### src/rtl/sample_ram_pkg.sv
// Shared types and sizing helpers for the sample RAM capture write controller.
package sample_ram_pkg;

  typedef enum logic [2:0] {
    IDLE,
    PRETRIG,
    ARMED,
    POSTTRIG,
    DONE
  } state_t;

  typedef struct packed {
    int blk;
    int word;
  } ptr_split_t;

  function automatic int capacity_f(int num_blocks, int depth);
    return num_blocks * depth;
  endfunction

  function automatic int ptr_w_f(int num_blocks, int depth);
    return (num_blocks * depth > 1) ? $clog2(num_blocks * depth) : 1;
  endfunction

  function automatic int word_w_f(int depth);
    return (depth > 1) ? $clog2(depth) : 1;
  endfunction

  // Linear pointer <-> (block, word) conversions.
  function automatic ptr_split_t ptr_split(int lin, int depth);
    ptr_split_t r;
    r.blk  = lin / depth;
    r.word = lin % depth;
    return r;
  endfunction

  function automatic int ptr_join(int blk, int word, int depth);
    return blk * depth + word;
  endfunction

endpackage

### src/rtl/sample_ram_addr_gen.sv
// Block/word write pointer for the banked sample RAM; wraps across blocks and
// flags the first wrap of the last block back to block 0.
module sample_ram_addr_gen
  import sample_ram_pkg::*;
#(
  parameter int NUM_BLOCKS  = 3,
  parameter int BLOCK_DEPTH = 1024,
  parameter int BLK_SEL_W   = 4,
  localparam int WORD_W     = word_w_f(BLOCK_DEPTH)
) (
  input  logic                 clk,
  input  logic                 rst_n,
  input  logic                 clear,
  input  logic                 inc,
  output logic [BLK_SEL_W-1:0] blk,
  output logic [WORD_W-1:0]    word,
  output logic                 wrapped
);

  always_ff @(posedge clk or negedge rst_n) begin
    if (!rst_n) begin
      blk     <= '0;
      word    <= '0;
      wrapped <= 1'b0;
    end else if (clear) begin
      blk     <= '0;
      word    <= '0;
      wrapped <= 1'b0;
    end else if (inc) begin
      if (word == WORD_W'(BLOCK_DEPTH - 1)) begin
        word <= '0;
        if (blk == BLK_SEL_W'(NUM_BLOCKS - 1)) begin
          blk     <= '0;
          wrapped <= 1'b1;
        end else begin
          blk <= blk + 1'b1;
        end
      end else begin
        word <= word + 1'b1;
      end
    end
  end

endmodule

### src/rtl/sample_ram_write_ctrl.sv
// Pre/post-trigger circular capture controller driving the sample RAM A-port.
// Optional macro SAMPLE_RAM_WR_SW_TRIG_EN adds a software trigger input.
module sample_ram_write_ctrl
  import sample_ram_pkg::*;
#(
  parameter int DATA_WIDTH  = 64,
  parameter int ADDR_WIDTH  = 16,
  parameter int BLK_SEL_W   = 4,
  parameter int NUM_BLOCKS  = 3,
  parameter int BLOCK_DEPTH = 1024,
  localparam int CAPACITY   = capacity_f(NUM_BLOCKS, BLOCK_DEPTH),
  localparam int PTR_W      = ptr_w_f(NUM_BLOCKS, BLOCK_DEPTH)
) (
  input  logic                  CLK,
  input  logic                  RSTn,
  input  logic                  Arm,
  input  logic                  Abort,
  input  logic                  Trigger,
`ifdef SAMPLE_RAM_WR_SW_TRIG_EN
  input  logic                  SW_Trigger,
`endif
  input  logic [PTR_W-1:0]      Pretrig_Len,
  input  logic [PTR_W-1:0]      Posttrig_Len,
  input  logic [DATA_WIDTH-1:0] Sample_Data,
  input  logic                  Sample_Valid,
  output logic [ADDR_WIDTH-1:0] A_ADDR,
  output logic [BLK_SEL_W-1:0]  A_Block_Address_vector,
  output logic [DATA_WIDTH-1:0] A_DIN,
  output logic                  A_WEN,
  output logic                  Busy,
  output logic                  Done,
  output logic                  Wrapped,
  output logic [PTR_W-1:0]      Trig_Pointer,
  output logic [PTR_W-1:0]      Start_Pointer
);

  localparam int WORD_W = word_w_f(BLOCK_DEPTH);
  localparam logic [PTR_W:0] CAP_X = (PTR_W + 1)'(CAPACITY);

  state_t               state, state_nx;
  logic [BLK_SEL_W-1:0] blk;
  logic [WORD_W-1:0]    word;
  logic [PTR_W-1:0]     cur_ptr, pre_arm, post_arm;
  logic [PTR_W-1:0]     pre_eff, post_eff, pre_cnt, post_cnt;
  logic [PTR_W:0]       back_sum, fwd_sum;
  logic                 capturing, wr, trig, arm_go, fits;

  sample_ram_addr_gen #(
    .NUM_BLOCKS (NUM_BLOCKS),
    .BLOCK_DEPTH(BLOCK_DEPTH),
    .BLK_SEL_W  (BLK_SEL_W)
  ) u_addr_gen (
    .clk    (CLK),
    .rst_n  (RSTn),
    .clear  (arm_go),
    .inc    (wr),
    .blk    (blk),
    .word   (word),
    .wrapped(Wrapped)
  );

  assign cur_ptr   = PTR_W'(ptr_join(int'(blk), int'(word), BLOCK_DEPTH));
  assign pre_arm   = (Pretrig_Len > PTR_W'(CAPACITY - 1)) ? PTR_W'(CAPACITY - 1) : Pretrig_Len;
  assign post_arm  = (Posttrig_Len == '0) ? PTR_W'(1) : Posttrig_Len;
  assign capturing = (state == PRETRIG) || (state == ARMED) || (state == POSTTRIG);
  assign wr        = capturing && Sample_Valid && !Abort;
  assign arm_go    = Arm && !Abort && ((state == IDLE) || (state == DONE));
  assign Busy      = capturing;
  assign Done      = (state == DONE);

`ifdef SAMPLE_RAM_WR_SW_TRIG_EN
  // A software trigger without a sample marks the address the next write will use.
  assign trig = !Abort && (((state == ARMED) && Trigger && Sample_Valid) ||
                           (((state == ARMED) || (state == PRETRIG)) && SW_Trigger));
`else
  assign trig = !Abort && (state == ARMED) && Trigger && Sample_Valid;
`endif

  // When the record is longer than the RAM, the oldest survivor is the slot after the last write.
  assign back_sum = ({1'b0, cur_ptr} + CAP_X - {1'b0, pre_eff}) % CAP_X;
  assign fwd_sum  = ({1'b0, cur_ptr} + {1'b0, post_eff}) % CAP_X;
  assign fits     = ({1'b0, pre_eff} + {1'b0, post_eff}) <= CAP_X;

  always_ff @(posedge CLK or negedge RSTn) begin
    if (!RSTn) state <= IDLE;
    else       state <= state_nx;
  end

  always_comb begin
    state_nx = state;
    if (Abort) begin
      state_nx = IDLE;
    end else begin
      case (state)
        IDLE, DONE: if (Arm) state_nx = (pre_arm == '0) ? ARMED : PRETRIG;
        PRETRIG: begin
          if (trig)                                     state_nx = (wr && post_eff == PTR_W'(1)) ? DONE : POSTTRIG;
          else if (wr && (pre_cnt + 1'b1) == pre_eff)   state_nx = ARMED;
        end
        ARMED:    if (trig) state_nx = (wr && post_eff == PTR_W'(1)) ? DONE : POSTTRIG;
        POSTTRIG: if (wr && (post_cnt + 1'b1) == post_eff) state_nx = DONE;
        default:  state_nx = IDLE;
      endcase
    end
  end

  always_ff @(posedge CLK or negedge RSTn) begin
    if (!RSTn) begin
      A_WEN                  <= 1'b0;
      A_ADDR                 <= '0;
      A_Block_Address_vector <= '0;
      A_DIN                  <= '0;
      pre_eff                <= '0;
      post_eff               <= PTR_W'(1);
      pre_cnt                <= '0;
      post_cnt               <= '0;
      Trig_Pointer           <= '0;
      Start_Pointer          <= '0;
    end else begin
      A_WEN <= wr;
      if (wr) begin
        A_ADDR                 <= ADDR_WIDTH'(word);
        A_Block_Address_vector <= blk;
        A_DIN                  <= Sample_Data;
      end
      if (arm_go) begin
        pre_eff  <= pre_arm;
        post_eff <= post_arm;
        pre_cnt  <= '0;
      end else if (wr && state == PRETRIG) begin
        pre_cnt <= pre_cnt + 1'b1;
      end
      if (trig) begin
        Trig_Pointer  <= cur_ptr;
        Start_Pointer <= fits ? back_sum[PTR_W-1:0] : fwd_sum[PTR_W-1:0];
        post_cnt      <= wr ? PTR_W'(1) : '0;
      end else if (wr && state == POSTTRIG) begin
        post_cnt <= post_cnt + 1'b1;
      end
    end
  end

endmodule
### config.mk
export PLATFORM = sky130hd
export DESIGN_NAME = sample_ram_write_ctrl
export DESIGN_NICKNAME = d
export VERILOG_FILES = /design/src/rtl/sample_ram_pkg.sv /design/src/rtl/sample_ram_addr_gen.sv /design/src/rtl/sample_ram_write_ctrl.sv
export SDC_FILE = /design/constraint.sdc
export NUM_CORES = 1
export LEC_CHECK = 0
export ABC_AREA = 1
export BUFFER_PORTS_ARGS = -buffer_cell sky130_fd_sc_hd__buf_2
export CORE_ASPECT_RATIO = 2
export CORE_MARGIN = 4
export CORE_UTILIZATION = 25
export CTS_CLUSTER_DIAMETER = 60
export CTS_CLUSTER_SIZE = 16
export DETAILED_ROUTE_END_ITERATION = 7
export PLACE_DENSITY = 0.52
export SYNTH_ARGS = -nofsm -noshare
export SYNTH_HDL_FRONTEND = slang
export SYNTH_SLANG_ARGS = --single-unit
### constraint.sdc
create_clock -name CLK -period 3.6 [get_ports CLK]
set_input_delay 0.54 -clock CLK [delete_from_list [all_inputs] [get_ports CLK]]
set_output_delay 0.54 -clock CLK [all_outputs]
set_load 0.03 [all_outputs]
==> results.ini <==
[critical_path]
worstPathRequired_ns=4.00
crit_fanout=16
crit_type=flop to flop
reg2reg_to=Start_Pointer[11]$_DFFE_PN0P_
rrSetupSlack_ns=0.75
cp.arrival_ns=3.25
end_kind=flop
r2r-start=post_eff[0]$_DFFE_PN1P_
reg2regPathDepth=18
start_kind=flop

[detailed_routing]
drt_iter0_drc=409
antenna_left=0
detail_route.vias_per_cell=4.51
first_pass_iters=5
post-route-drc-count=0
wl_um=34200
vias=8950
wl_per_cell_um=17.2

[synthesis]
synthTopCellsByArea=dfrtp_1 43%, nand2_1 17%, ha_1 6.7%
yosysTopAreaCellShare_pct=43.1
synth.yosys.warnings=0
ys_seq_area_share_pct=43.4
synth_area_um2=9760
synthCells=1249
synth_seq_cells=169
async_reset_ff_share_pct=100
synth_top_area_cell=dfrtp_1
synthFlopType=dfrtp_1
synth_edf_count=0
avgSynthCellArea_um2=7.81
synth_cell_type_count=45

[sta]
relSlewSlack_pct=48.5
setup_viol=0
setup-tns-final_ns=0
worst_slew_pin_slew_ns=0.765
period_minus_slack_ns=2.85
clock_skew_ns=0.0147
hold_violations=0
slew_violations=0
period_share_pct=79.2
rsz0062_at_grt=no
fin_ws_ns=0.749
max_freq_mhz=351

[final_layout]
num-fill-cells=4136
instances_no_fill=1983
syn_to_final_growth_pct=22.8
stdcell_area_um2=12000
multi_input_area_um2=4900
fin_util_pct=31.0
layout-drive-gt1-share_pct=20.6
fin_nets=1598
register_area_um2=4230

[floorplan]
num_io_pins=206
fp-row-count=102
die_w_um=148
core_area_um2=38700
initial_core_util_pct=25.2
die_height_um=287
dieArea_um2=42400

[global_route]
met2_usage_pct=31.0
grt-ovfl-total=0
grt.busiest_layer=met2
grt_use_total_pct=16.1
use_met3_pct=3.14
grt_pass1_vias=9341
grt_antenna_before_repair=2
grt_first_pass_wirelength_um=52300
grtUsageMet1_pct=14.9
grt_max_degree=69

[outcome]
status=finished clean

[power_and_ir_drop]
p_leak_nw=6.25
power_density_nw_per_um2=993
vdd_ir_drop_max_v=0.000483

[placed_design]
place_hpwl_um=27100
place_congestion=0.952
dpl_cell_area_um2=11400
pre_cts_slack_ns=0.766
dp.cells=1950
io_buffer_count=199

[clock_network]
cts_resized=0
post_cts_buffers=0
htree_levels=4
clockRootBuffer=clkbuf_16
clkSinkCount=169
ctsHoldBuffers=0
clkTransAtPathRegs_ns=0.08
cts_buffers=17
cts_tree=built
clkLatencyLatePin_ns=0.45
cts_buffer_depth=2

[worst_hold_path]
hp-class=input pin to asynchronous set/reset pin

[flow_run]
max_cap_violations=0

==> where the power goes <==
| group | switching [W] | leakage, nW | internal [W] | total, W |
|---|---|---|---|---|
| clock network | 0.000903 | 0.285 | 0.000985 | 0.00189 |
| logic | 0.00452 | 3.81 | 0.00213 | 0.00666 |
| registers | 0.000703 | 2.15 | 0.00265 | 0.00335 |
| total | 0.00613 | 6.25 | 0.00576 | 0.0119 |
==> cells by family after synthesis <==
family | after synthesis | share of synthesized area (%)
DFF | 169 | 43.4
buffers and inverters | 165 | 6.68
other | 1 | 0.0384
AOI/OAI and AO/OA | 158 | 8.75
and+or+nand+nor | 649 | 28.9
xor gates and xnor gates | 52 | 4.95
adders and majority gates | 55 | 7.28
==> state kept, by name, summed over array words and instances (netlist names), 4 cells and up <==
name	flops
A_DIN	64
Start_Pointer	12
Trig_Pointer	12
post_cnt	12
post_eff	12
pre_cnt	12
pre_eff	12
A_ADDR	10
u_addr_gen.word	10
A_Block_Address_vector	4
u_addr_gen.blk	4
==> layout by cell type (no fill, tap or decap), types with 5 or more instances in the layout <==
cell / instances
xnor2_1: 12
inv_6: 5
clkbuf_16: 17
o22ai_1: 21
nand4_1: 19
o21ai_0: 79
a21oi_1: 37
inv_1: 115
nand3_1: 63
nand2_2: 13
dfrtp_1: 168
nand3b_1: 5
inv_2: 12
conb_1: 6
buf_2: 198
nand2_1: 431
ha_1: 52
o21ai_1: 7
nand2_4: 5
buf_4: 12
nor2_1: 66
nor3_1: 16
nor4_1: 7
nor2_2: 6
xor2_1: 38
==> layer usage <==
metal / wire [um] / vias to the layer above
met4: 2300 / 2
met3: 1530 / 79
met5: 13 / -
met1: 11500 / 4197
met2: 18800 / 253
li1: - / 4419
==> Yosys cell counts (3+ instances only) <==
master and instances:
o21ai_1 7, ha_1 52, clkbuf_1 26, a21oi_1 37, nor4_1 7, buf_4 6, nor2_1 66, nand4_1 19
nor3_2 4, nor3_4 3, o22ai_1 21, nand2_4 4, xor2_1 38, nand3_2 3, o21ai_0 79, nand2_1 432
nor2_2 6, nand3b_1 5, inv_2 12, nor3_1 16, xnor2_1 12, nand3_1 63, nor2_4 4, inv_1 115
dfrtp_1 168, o211ai_1 3, nand2_2 13, or2_2 3, fa_1 3
==> worst max path at each step <==
stage                            start                       endpoint  slack, ns  depth (start not counted)
2_1_floorplan  post_eff[0]$_DFFE_PN1P_   Start_Pointer[7]$_DFFE_PN0P_       1.06                         14
3_3_place_gp   post_eff[0]$_DFFE_PN1P_  Start_Pointer[10]$_DFFE_PN0P_       0.77                         17
3_5_place_dp   post_eff[0]$_DFFE_PN1P_  Start_Pointer[11]$_DFFE_PN0P_       0.77                         18
4_1_cts        post_eff[0]$_DFFE_PN1P_  Start_Pointer[11]$_DFFE_PN0P_       0.75                         18
5_1_grt        post_eff[0]$_DFFE_PN1P_   Start_Pointer[5]$_DFFE_PN0P_       0.57                         15
6_report       post_eff[0]$_DFFE_PN1P_  Start_Pointer[11]$_DFFE_PN0P_       0.75                         18
==> stage by stage <==
step | total power (W) | hold WS (ns)
final | 0.0119 | 0.0613
after global routing | 0.0128 | 0.0967
after floorplan | 0.00786 | 0.244
after detailed placement | 0.0101 | 0.459
after CTS | 0.0120 | 0.0891
after global placement | 0.0100 | 0.456
==> critical path: stages (launching register included) <==
cell and delay (ns):
dfstp_2 0.60, ha_1 0.25, fa_1 0.43, or2_2 0.30, nor2_1 0.10, nand3_1 0.11, nor2_1 0.10, nand2_1 0.07
nor2_2 0.09, nand2_2 0.07, nand2_4 0.09, nand2_4 0.13, nand2_2 0.11, nand2_4 0.06, inv_2 0.05, nand3_1 0.07
nand2_1 0.06, nand2_1 0.05, nand2_1 0.06
==> cell type report <==
| class | count | area share, % |
|---|---|---|
| Clock buffer | 18 | 3.58 |
| Sequential cell | 169 | 35.3 |
| Clock inverter | 14 | 1.28 |
| Inverter | 128 | 4.01 |
| Antenna cell | 1 | 0.0209 |
| Tap cell | 520 | 5.43 |
| Multi-Input combinational cell | 920 | 40.9 |
| Timing Repair Buffer | 213 | 9.45 |
(Power assumes the default switching activity.)
